**config.mk**
```make
export PLATFORM = sky130hd
export DESIGN_NAME = spi_master_byte
export DESIGN_NICKNAME = d
export VERILOG_FILES = /design/src/rtl/spi_master_byte.sv
export SDC_FILE = /design/constraint.sdc
export NUM_CORES = 1
export LEC_CHECK = 0
export BUFFER_PORTS_ARGS = -buffer_cell sky130_fd_sc_hd__buf_2
export CAP_MARGIN = 20
export CORE_MARGIN = 4
export CORE_UTILIZATION = 30
export DETAILED_ROUTE_END_ITERATION = 16
export SYNTH_ARGS = -nofsm -noshare
export SYNTH_HDL_FRONTEND = slang
export SYNTH_SLANG_ARGS = --single-unit
export TNS_END_PERCENT = 1
```
**constraint.sdc**
```tcl
create_clock -name clk -period 2.2 [get_ports clk]
set_clock_uncertainty 0.05 [all_clocks]
set_input_delay 0.22 -clock clk [delete_from_list [all_inputs] [get_ports clk]]
set_output_delay 0.22 -clock clk [all_outputs]
set_load 0.01 [all_outputs]
```
**src/rtl/spi_master_byte.sv**
```systemverilog
// spi_master_byte: single-byte SPI initiator, mode 0 (CPOL=0, CPHA=0), MSB first.
// The sclk half-period is HALFPERIOD clk cycles, timed by a phase counter, so that
// responders behind synchronizers/debouncers still see clean, separated edges.
//
// Ports:
//   clk      system clock, all logic on posedge
//   reset    synchronous active-high reset
//   start    transfer request, sampled only while idle
//   tx_data  byte to send, latched on an accepted start
//   rx_data  last received byte, updated together with done
//   busy     high from the cycle after an accepted start until completion
//   done     one-clk completion pulse
//   sclk     SPI clock, idles low
//   cs       chip select, active low, idles high
//   mosi     serial data out
//   miso     serial data in (synchronous to clk)
module spi_master_byte #(
  parameter int HALFPERIOD   = 8,
  parameter int counterwidth = 4
) (
  input  logic       clk,
  input  logic       reset,
  input  logic       start,
  input  logic [7:0] tx_data,
  output logic [7:0] rx_data,
  output logic       busy,
  output logic       done,
  output logic       sclk,
  output logic       cs,
  output logic       mosi,
  input  logic       miso
);

  localparam logic [2:0] IDLE  = 3'd0;
  localparam logic [2:0] SETUP = 3'd1;
  localparam logic [2:0] HIGH  = 3'd2;
  localparam logic [2:0] LOW   = 3'd3;
  localparam logic [2:0] HOLD  = 3'd4;
  localparam logic [2:0] GAP   = 3'd5;

  localparam logic [counterwidth-1:0] LAST = counterwidth'(HALFPERIOD - 1);

  logic [2:0]              state;
  logic [counterwidth-1:0] cnt;
  logic [2:0]              bitcnt;
  // Bit 7 goes straight from tx_data to mosi at start, so only the lower
  // seven bits need to be held for shifting.
  logic [6:0]              tx_sr;
  logic [7:0]              rx_sr;
  logic                    phase_end;

  assign phase_end = (cnt == LAST);

  always_ff @(posedge clk) begin
    if (reset) begin
      state   <= IDLE;
      cnt     <= '0;
      bitcnt  <= '0;
      tx_sr   <= '0;
      rx_sr   <= '0;
      rx_data <= '0;
      busy    <= 1'b0;
      done    <= 1'b0;
      sclk    <= 1'b0;
      cs      <= 1'b1;
      mosi    <= 1'b0;
    end else if (state == IDLE) begin
      done <= 1'b0;
      cnt  <= '0;
      if (start) begin
        tx_sr  <= tx_data[6:0];
        cs     <= 1'b0;
        mosi   <= tx_data[7];
        busy   <= 1'b1;
        bitcnt <= '0;
        state  <= SETUP;
      end
    end else if (!phase_end) begin
      cnt <= cnt + 1'b1;
    end else begin
      cnt <= '0;
      case (state)
        SETUP: begin
          sclk  <= 1'b1;
          state <= HIGH;
        end
        HIGH: begin
          // Last cycle before the falling edge: latest safe point to sample miso.
          rx_sr <= {rx_sr[6:0], miso};
          sclk  <= 1'b0;
          if (bitcnt == 3'd7) begin
            state <= HOLD;
          end else begin
            bitcnt <= bitcnt + 1'b1;
            mosi   <= tx_sr[6];
            tx_sr  <= {tx_sr[5:0], 1'b0};
            state  <= LOW;
          end
        end
        LOW: begin
          sclk  <= 1'b1;
          state <= HIGH;
        end
        HOLD: begin
          cs    <= 1'b1;
          state <= GAP;
        end
        GAP: begin
          rx_data <= rx_sr;
          done    <= 1'b1;
          busy    <= 1'b0;
          mosi    <= 1'b0;
          state   <= IDLE;
        end
        default: begin
          state <= IDLE;
        end
      endcase
    end
  end

endmodule

```
; After elaboration in Yosys (flattened, before gate mapping)
; Index checks and enable logic that the tools add are counted.
[word_totals]
ff_bits = 38
input_bits = 12
output_inout_bits = 13
wordCells = 72
[op_classes]
addsub = 2
eq_ne = 10
muxes = 29
bitwise_logic = 1
reduce_logical = 19
[ops]
columns = cell, n
row1 = $mux W7, 5
row2 = $mux W3, 9
row3 = $reduce_and A3 Y1, 5
row4 = $mux W1, 12
row5 = $reduce_bool A2 Y1, 5
row6 = $eq A3 B3 Y1 const B, 3
row7 = $pmux W3 S3, 1
row8 = $reduce_and A4 Y1, 2
row9 = $eq A3 B2 Y1 const B, 2
row10 = $add A4 B1 Y4 const B, 1
row11 = $eq A4 B3 Y1 const B, 1
row12 = $ne A2 B2 Y1 const B, 2
row13 = $pmux W1 S2, 2
row14 = $reduce_and A2 Y1, 2
row15 = $reduce_or A2 Y1, 2
row16 = $add A3 B1 Y3 const B, 1
row17 = $eq A3 B1 Y1 const B, 1
row18 = $logic_not A3 Y1, 1
row19 = $ne A3 B3 Y1 const B, 1
row20 = $reduce_bool A3 Y1, 1
row21 = $reduce_or A3 Y1, 1
row22 = $not A1 Y1, 1

; Logic depth before layout (Yosys ltp)
[depth]
depth_word = 5
mapped_depth = 7
ltp_nobuf = 6

; Worst setup path before layout
; Ideal clock, no wire load.
[synth_timing]
path_kind = register -> register
startpoint = reg cnt[0]
endpoint = reg mosi
setup_ns = 0.087
arrival_time_ns = 1.581
setup_slack_ns = 0.482
path_stages_with_launch = 7
path_buffers = 1
period_less_slack_ns = 1.718
cell_sequence = dfxtp_1 -> ha_1 -> and3b_1 -> buf_6 -> a31o_1 -> or4b_1 -> o31ai_1
[synth_via]
elab_chain_cells = 3
[synth_lines]
columns = element, line_no
row1 = from (decl), 44  ; logic [counterwidth-1:0] cnt;
row2 = from (signal assigned), 79  ; cnt <= cnt + 1'b1;
row3 = $eq A4 B3 Y1, 52  ; assign phase_end = (cnt == LAST);
row4 = $reduce_bool A2 Y1 (no source line), n/a
row5 = $reduce_and A4 Y1 (no source line), n/a
row6 = to (signal assigned), 73  ; mosi <= tx_data[7];
row7 = to (signal assigned), 95  ; mosi <= tx_sr[6];
row8 = to (decl), 30  ; output logic mosi,
; No other way between the ends.
; A chain may end at the register's enable or synchronous reset.

; Worst setup path after layout
; Same ends and word-level chain as after synthesis.

==> out/results.ini <==
[status]
status=finished clean

[sta]
fin_crit_ns=1.92
fin_crit_sh=0.873
rsz0062_at_grt=no
finalHoldViolations=0
fin_hold_ws_ns=0.112
worst_pin_slew_ns=0.649
maxSlewViolCount=0
max_freq_ghz=0.521
finalSetupTns_ns=0
fin_ws_ns=0.279
max_slew_margin=0.567
setup_viol=0

[clock_tree]
cts_setup_buffers=0
clock_latency_ns=0.29
clkSlewWorstSetupHoldPaths_ns=0.08
cts_tree=yes
cts_made_buffers=5
clock_sinks=38
cts_buffer_depth=2
cts_root_buffer=clkbuf_8
cts_resized=0
hold_buffers=0
htree_levels=2

[finish]
layout.cells.non_filler=259
antenna_cells=0
final_cell_area_sq_um=1890
fin_nets=203
final_common_cell=dfxtp_1
layout_common_cells=dfxtp_1 (38), nor2_1 (35), mux2i_1 (24), buf_2 (24), a211oi_1 (7)
drive_above_1_share=0.212
syn_to_final_growth_pct=19.4

[placement]
place_congestion=0.748
portBuffers=24
place_ws_ns=0.286
dpl-instance-area_sq_um=1780
dp.final_hpwl_microns=1980
placed_cells_incl_taps=251

[route]
via_count=1183
wl_per_cell_microns=11.0
routed_wirelength_microns=2850
wl_met1_microns=1360
top_layer=met4
ant_nets=0
route.met3.wl_microns=175
route.detailed.drc=0
drtIter0Drc=51
vias_per_cell=4.57
wl_met2_microns=1240
dr.pass1.iters=4

[synthesis]
syn_inst=162
synth-main-ff-cell=dfxtp_1
synth-async-reset-ratio=0
synth-seq-cells=38
yosysTopAreaCell=dfxtp_1
synth_nets=177
netlist.area_leader.share=0.480
synthTopCellsByArea=dfxtp_1 (48%), mux2i_1 (15%), nor2_1 (8.3%)
syn_area_sq_um=1580
synthDistinctLibCells=35
synth_edf_count=0
avgSynthCellArea_sq_um=9.78
ys_warn_count=0
ys_seq_area_frac=0.480

[run]
maxCapViolations=0

[setup_path]
path_max_fanout=12
start_kind=flip-flop
worstSetupEndpointType=flip-flop
crit_start=cnt[0]
worst-path-buf-inv=0
worstPathArrival_ns=2.08
cpPeakStageDelay_ns=0.57
cp.required_ns=2.36
cpMaxStageDelayCell=or4b_1
path_cells=ha_1 > and3b_1 > and4b_1 > or4b_1 > o31ai_1
cpLargestDelayFamily=simple AND/OR/NAND/NOR gates
regToRegStartpoint=cnt[0]
worst-setup-path-type=flip-flop to flip-flop

[floorplanning]
dieHeight_microns=80.7
io_pins=25
core_area_sq_um=5110
fp.dieW_microns=80.7
die-area_sq_um=6510
rows=26
initial_core_util=0.310

[hold_path]
min_path_type=input pin to flip-flop
hold_path.startpoint=miso

[power]
p_leak_nw=0.822
pwr_density_cell_nw_per_um2=768
peakVddDrop_mv=0.402

[global_route]
grt_pass1_wl_microns=5240
grt_usage=0.104
antenna_found_initial=0
grt_pass1_vias=1158
grt_max_degree=37
grt-ovfl-total=0

-- layout make-up --
class | count | area [sq um]
Tap cell | 70 | 87.6
Clock inverter | 3 | 45.0
Sequential cell | 38 | 761
Clock buffer | 5 | 68.8
Multi-Input combinational cell | 114 | 772
Timing Repair Buffer | 29 | 158
Fill cell | 538 | 3220
-- cells by family after synthesis --
group	count (synthesis)	synth area share
and+or+nand+nor	59	0.190
DFF	38	0.480
AOI/OAI and AO/OA	26	0.111
muxes	24	0.152
buffers and inverters	10	0.0324
adders and majority gates	3	0.0237
xor gates and xnor gates	2	0.0111
-- layer usage --
layer | GRT usage | up-vias
li1 | - | 624
met1 | 0.129 | 523
met2 | 0.157 | 30
met3 | 0.0370 | 6
met4 | 0.0557 | 0
met5 | 0 | -
-- through the flow --
step                      utilization  power, mW
after floorplan                     -      0.840
after global placement          0.348      0.878
after CTS                       0.370       1.48
final                           0.370       1.45
after detailed placement        0.348      0.880
after global routing            0.370       1.54
-- worst paths after layout --
path                            slack, ns  endpoint  cells after the start
worst max-delay path                 0.28      mosi                      5
worst min-delay path                 0.11  rx_sr[0]                      3
worst max register to register       0.28      mosi                      5
worst min register to register       0.40    cnt[0]                      1
-- flip-flops by register name, summed over array words and instances (netlist names) --
| register | cells |
|---|---|
| busy | 1 |
| cs | 1 |
| sclk | 1 |
| bitcnt | 3 |
| tx_sr | 7 |
| rx_sr | 8 |
| done | 1 |
| cnt | 4 |
| state | 3 |
| mosi | 1 |
| rx_data | 8 |
-- power breakdown --
part           leakage [nW]  switching (mW)  total (mW)  internal, mW
combinational         0.463          0.0732       0.132        0.0590
sequential            0.309          0.0183       0.730         0.711
clock                0.0504           0.253       0.590         0.337
-- Yosys cell counts (2+ instances only) --
master    count
nor2_1       35
a211oi_1      7
nor2b_1       2
a21oi_1       6
nand3b_1      2
mux2i_1      24
buf_2         5
ha_1          3
a22oi_1       3
and3_1        2
clkbuf_1      4
o21ai_0       2
nand3_1       2
nor3_1        2
o21a_1        2
nand2_1       5
dfxtp_1      38
-- worst register-to-register path: stages, from the launching register on --
cell and delay [ns]:
dfxtp_1 0.33, ha_1 0.23, and3b_1 0.20, and4b_1 0.39
or4b_1 0.57, o31ai_1 0.07
(Power assumes the default switching activity.)
